===== src/rtl/uart_tx_piso.sv =====
// Hydra link per-port serial transmitter.
// Takes a WIDTH-1 bit word through a one-deep holding register, appends an
// odd-parity bit, frames it with a start bit (0) and a stop bit (1), and
// shifts the frame out LSB first. Each serial bit lasts CLK_DIV clock cycles.
// The line output is registered and trails the internal state by one cycle.
// CLK_DIV must lie in 1..255 so that the divider fits in eight bits.
module uart_tx_piso #(
  parameter int WIDTH   = 64,
  parameter int CLK_DIV = 1
) (
  input  logic             clk,
  input  logic             reset,
  input  logic [WIDTH-2:0] tx_data,
  input  logic             ld_tx_data,
  input  logic             tx_enable,
  output logic             tx_out,
  output logic             tx_busy,
  output logic             tx_overflow
);

  // A divider of at least one bit keeps CLK_DIV=1 legal; it then never counts.
  localparam int DIV_W = (CLK_DIV > 1) ? $clog2(CLK_DIV) : 1;
  // The bit counter has to reach WIDTH-2, the index of the last data bit.
  localparam int BIT_W = (WIDTH > 2) ? $clog2(WIDTH - 1) : 1;

  localparam logic [DIV_W-1:0] DIV_LAST = DIV_W'(CLK_DIV - 1);
  localparam logic [BIT_W-1:0] BIT_LAST = BIT_W'(WIDTH - 2);

  typedef enum logic [2:0] {
    IDLE,
    START,
    DATA,
    PARITY,
    STOP
  } state_t;

  state_t             state_q;
  state_t             state_d;
  logic [DIV_W-1:0]   div_q;
  logic [DIV_W-1:0]   div_d;
  logic [BIT_W-1:0]   bit_q;
  logic [BIT_W-1:0]   bit_d;
  logic [WIDTH-1:0]   shift_q;
  logic [WIDTH-1:0]   shift_d;
  logic               hold_valid_q;
  logic               hold_valid_d;
  logic [WIDTH-2:0]   hold_data_q;
  logic [WIDTH-2:0]   hold_data_d;
  logic               tx_out_q;
  logic               tx_out_d;
  logic               overflow_q;
  logic               overflow_d;

  logic               period_end;
  logic               transfer;
  logic               load_req;
  logic               accept;

  assign period_end = (div_q == DIV_LAST);
  assign load_req   = ld_tx_data & tx_enable;

  // Frame sequencing: state, bit divider, data bit counter and shift register.
  // A transfer moves the held word plus its parity into the shift register and
  // restarts the frame at START; STOP can transfer directly so that
  // consecutive frames leave no idle gap on the line.
  always_comb begin
    state_d  = state_q;
    div_d    = div_q;
    bit_d    = bit_q;
    shift_d  = shift_q;
    transfer = 1'b0;

    case (state_q)
      IDLE: begin
        if (hold_valid_q && tx_enable) begin
          transfer = 1'b1;
        end
      end
      START: begin
        if (period_end) begin
          state_d = DATA;
        end
      end
      DATA: begin
        if (period_end) begin
          shift_d = shift_q >> 1;
          if (bit_q == BIT_LAST) begin
            bit_d   = '0;
            state_d = PARITY;
          end else begin
            bit_d = bit_q + 1'b1;
          end
        end
      end
      PARITY: begin
        if (period_end) begin
          state_d = STOP;
        end
      end
      STOP: begin
        if (period_end) begin
          if (hold_valid_q && tx_enable) begin
            transfer = 1'b1;
          end else begin
            state_d = IDLE;
          end
        end
      end
      default: begin
        state_d = IDLE;
      end
    endcase

    if (state_q != IDLE) begin
      div_d = period_end ? '0 : div_q + 1'b1;
    end

    if (transfer) begin
      state_d = START;
      div_d   = '0;
      bit_d   = '0;
      shift_d = {~^hold_data_q, hold_data_q};
    end
  end

  // Holding register: a load is taken when the slot is empty or is being
  // emptied by a transfer in the same cycle; otherwise it is dropped with an
  // overflow pulse. Loads while the port is disabled are ignored silently.
  always_comb begin
    hold_valid_d = hold_valid_q;
    hold_data_d  = hold_data_q;
    accept       = load_req & (~hold_valid_q | transfer);
    overflow_d   = load_req & hold_valid_q & ~transfer;

    if (transfer) begin
      hold_valid_d = 1'b0;
    end
    if (accept) begin
      hold_valid_d = 1'b1;
      hold_data_d  = tx_data;
    end
  end

  // Line value for the current state; registered below, hence the one-cycle
  // lag between entering START and the start bit appearing on tx_out.
  // After all data shifts the parity bit sits in shift_q[0].
  always_comb begin
    tx_out_d = 1'b1;
    case (state_q)
      IDLE:    tx_out_d = 1'b1;
      START:   tx_out_d = 1'b0;
      DATA:    tx_out_d = shift_q[0];
      PARITY:  tx_out_d = shift_q[0];
      STOP:    tx_out_d = 1'b1;
      default: tx_out_d = 1'b1;
    endcase
  end

  // State register for everything above; reset drops any frame and held word.
  always_ff @(posedge clk) begin
    if (reset) begin
      state_q      <= IDLE;
      div_q        <= '0;
      bit_q        <= '0;
      shift_q      <= '0;
      hold_valid_q <= 1'b0;
      hold_data_q  <= '0;
      tx_out_q     <= 1'b1;
      overflow_q   <= 1'b0;
    end else begin
      state_q      <= state_d;
      div_q        <= div_d;
      bit_q        <= bit_d;
      shift_q      <= shift_d;
      hold_valid_q <= hold_valid_d;
      hold_data_q  <= hold_data_d;
      tx_out_q     <= tx_out_d;
      overflow_q   <= overflow_d;
    end
  end

  assign tx_out      = tx_out_q;
  assign tx_overflow = overflow_q;
  assign tx_busy     = (state_q != IDLE) | hold_valid_q;

endmodule


===== config.mk =====
export PLATFORM = sky130hd
export DESIGN_NAME = uart_tx_piso
export DESIGN_NICKNAME = d
export VERILOG_FILES = /design/src/rtl/uart_tx_piso.sv
export SDC_FILE = /design/constraint.sdc
export NUM_CORES = 1
export LEC_CHECK = 0
export BUFFER_PORTS_ARGS = -buffer_cell sky130_fd_sc_hd__buf_4
export CORE_MARGIN = 2
export CORE_UTILIZATION = 52
export CTS_CLUSTER_DIAMETER = 60
export DETAILED_ROUTE_END_ITERATION = 16
export GPL_TIMING_DRIVEN = 0
export PLACE_DENSITY = 0.73
export SLEW_MARGIN = 10
export SYNTH_ARGS = -nofsm -noshare
export SYNTH_HDL_FRONTEND = slang
export SYNTH_SLANG_ARGS = --single-unit

===== constraint.sdc =====
create_clock -name clk -period 2.1 [get_ports clk]
set_input_delay 0.315 -clock clk [delete_from_list [all_inputs] [get_ports clk]]
set_output_delay 0.315 -clock clk [all_outputs]
set_load 0.05 [all_outputs]

==> metrics.yaml <==
floorplanning:
  die_w_um: 111
  fp.dieH_um: 111
  initial_core_util_pct: 54.0
  rows: 38
  coreArea_sq_um: 11000
  die_area_sq_um: 12300
  ios: 70
timing:
  slew_headroom_pct: 50.7
  rsz0062_at_grt: "false"
  layout_worst_path_cycle_share_pct: 94.9
  slew_violations: 0
  hold_viol_final: 0
  finClkSkew_ns: 0.0120
  worstMarginPinSlew_ns: 0.739
  finalCriticalPeriod_ns: 1.99
  setup_viol: 0
  setup-tns-final_ns: 0
  clock.fmax_mhz: 502
  setup_ws_ns: 0.106
placement:
  gp_congestion: 0.821
  port_buffers: 68
  dp_slack_ns: -0.454
  post-dp-hpwl_um: 9970
  place_area_sq_um: 6620
critical_path:
  cp.required_ns: 2.44
  slowest_stage: "xnor3_1"
  crit_arrival_ns: 2.33
  crit_type: "reg -> reg"
  cp_common_cell: "xnor3_1"
  start_kind: "flip-flop"
  crit_fanout: 3
  critPathCaptureType: "flip-flop"
  worstPathCellList: "xnor3_1 > xnor3_1 > xnor3_1 > xnor3_1 > xnor3_1 > o31ai_2"
  cpPeakStageDelay_ns: 0.43
  r2r_slack_ns: 0.11
detailed_routing:
  first_pass_iters: 5
  drtAntennaViolNets: 0
  first_iter_violations: 358
  drcViolationCount: 0
  wl_um: 14400
  vias_per_cell: 5.33
  wl_per_cell_um: 14.6
  via_count: 5251
pwr:
  combPwrFrac_pct: 12.9
  power.leakage_nw: 2.77
  switchingPower_mw: 1.68
  p_clk_share_pct: 45.9
  p_sw_share_pct: 24.0
  p_seq_share_pct: 41.2
  p_int_mw: 5.31
  ir_worst_vdd_uv: 757
  design_power_total_mw: 6.99
  p_per_area_nw_per_um2: 954
cells_and_area:
  final_nets: 902
  synthToLayoutAreaGrowth_pct: 23.5
  design_area_sq_um: 7330
  layout-drive-gt1-share_pct: 14.4
  n_antenna_cell: 0
synthesis:
  synth_flop_cell: "dfxtp_1"
  yosysSeqAreaShare_pct: 46.9
  yosysUniqueCellTypes: 27
  synth-edff-count: 0
  ys_seq_elements: 139
  synth_cells: 744
  async_reset_ff_share_pct: 0
  ys_warn_count: 0
  synth_area_per_cell_sq_um: 7.97
  synth_nets: 813
  netlist_area_sq_um: 5930
global_route:
  antenna_found_initial: 0
  grt_pass1_vias: 5072
  grt_max_degree: 17
  grt_pass1_wl_um: 24100
  gr-total-overflow: 0
  track_usage_pct: 24.0
clock_tree:
  clock_path_buffers: 2
  cts_tree: "done"
  ctsHoldBuffers: 0
  clock_latency_ns: 0.42
  cts_sinks: 139
  h-tree-depth: 4
  cts_buffers: 17
  clockRootBuffer: "clkbuf_16"
  path_clk_slew_ns: 0.06
worst_hold_path:
  hp-class: "in -> reg"
run:
  max_cap_violations: 0
outcome:
  status: "finished, final reports clean"
-- power groups by stage --
stage,clock network [mW],logic (mW),registers (mW)
after global routing,3.34,0.983,2.90
after floorplan,0,0.652,2.91
after CTS,3.23,0.901,2.88
final,3.21,0.902,2.88
after global placement,0,0.888,2.93
after detailed placement,0,0.909,2.93
-- registers in the layout (all words and copies together), names as in the netlist --
signal,count
state_q,3
tx_out,1
hold_data_q,63
tx_overflow,1
bit_q,6
shift_q,64
hold_valid_q,1
-- path summary, 6_finish.rpt --
check | start | endpoint | cells after the start
setup / recovery | hold_data_q[8] | shift_q[63] | 6
hold reg to reg | shift_q[34] | shift_q[33] | 2
hold / removal | tx_data[43] | hold_data_q[43] | 3
setup reg to reg | hold_data_q[8] | shift_q[63] | 6
-- cell usage in the layout, fill, tap and decap left out, drive strengths merged, types with 2 or more instances in the layout --
cell type	Yosys	final
clkbuf	53	72
inv	1	2
a21oi	70	70
buf	4	76
a311oi	63	63
xor2	7	7
nor3	5	5
xnor2	48	48
dfxtp	139	139
nand3	3	3
bufinv	0	4
nor2	70	70
nand2	262	262
ha	2	2
xnor3	5	5
clkinv	0	5
-- critical path, delay by kind of cell (launching register included) --
family	cells	cell delay, ns
xor gates and xnor gates	5	1.38
AOI/OAI and AO/OA	1	0.18
DFF	1	0.36
-- logic make-up after synthesis --
group                      count (synthesis)  share of synthesized area, %
and+or+nand+nor                          347                          22.6
DFF                                      139                          46.9
AOI/OAI and AO/OA                        138                          16.0
xor gates and xnor gates                  60                          10.4
buffers and inverters                     58                          3.67
adders and majority gates                  2                         0.422
-- cell usage after synthesis (all sizes together) (2+ instances only) --
master / count / area (sq um)
dfxtp: 139 / 2780
ha: 2 / 25.0
clkbuf: 53 / 199
a311oi: 63 / 552
xnor3: 5 / 113
a21oi: 70 / 350
nand3: 3 / 15.0
nor2: 70 / 263
nor3: 5 / 25.0
buf: 4 / 15.0
nand2: 262 / 983
xor2: 7 / 61.3
xnor2: 48 / 443
-- area by class of cell --
type / count / area [sq um]
Tap cell: 140 / 175
Buffer: 56 / 230
Timing Repair Buffer: 71 / 546
Clock buffer: 21 / 470
Sequential cell: 139 / 2780
Multi-Input combinational cell: 547 / 2950
Clock inverter: 11 / 165
Fill cell: 931 / 3660
Inverter: 1 / 3.75
-- stage by stage --
step / hold WS, ns / std cells / utilization (%)
floorplan: 0.422 / 744 / -
global placement: 0.440 / 952 / 60.2
detailed placement: 0.444 / 952 / 60.2
CTS: 0.129 / 984 / 66.1
global route: 0.138 / 986 / 66.7
finish: 0.140 / 986 / 66.7
-- metal layers --
metal / track usage, % / share of wire [%] / vias to the layer above
met5: 0 / 0 / -
met4: 8.83 / 1.6 / 0
met3: 6.07 / 4.7 / 22
met2: 38.8 / 48 / 128
met1: 31.0 / 46 / 2429
li1: - / - / 2672
-- timing repair --
item | 4_1_cts | 5_1_grt
gates resized for setup | 6 | 24
pin swaps | 2 | 1
endpoints found under the setup margin | 103 | 123
endpoints found under the hold margin | 0 | 0
setup buffers | 0 | 3
No activity file was read; power rests on OpenSTA's default activity.
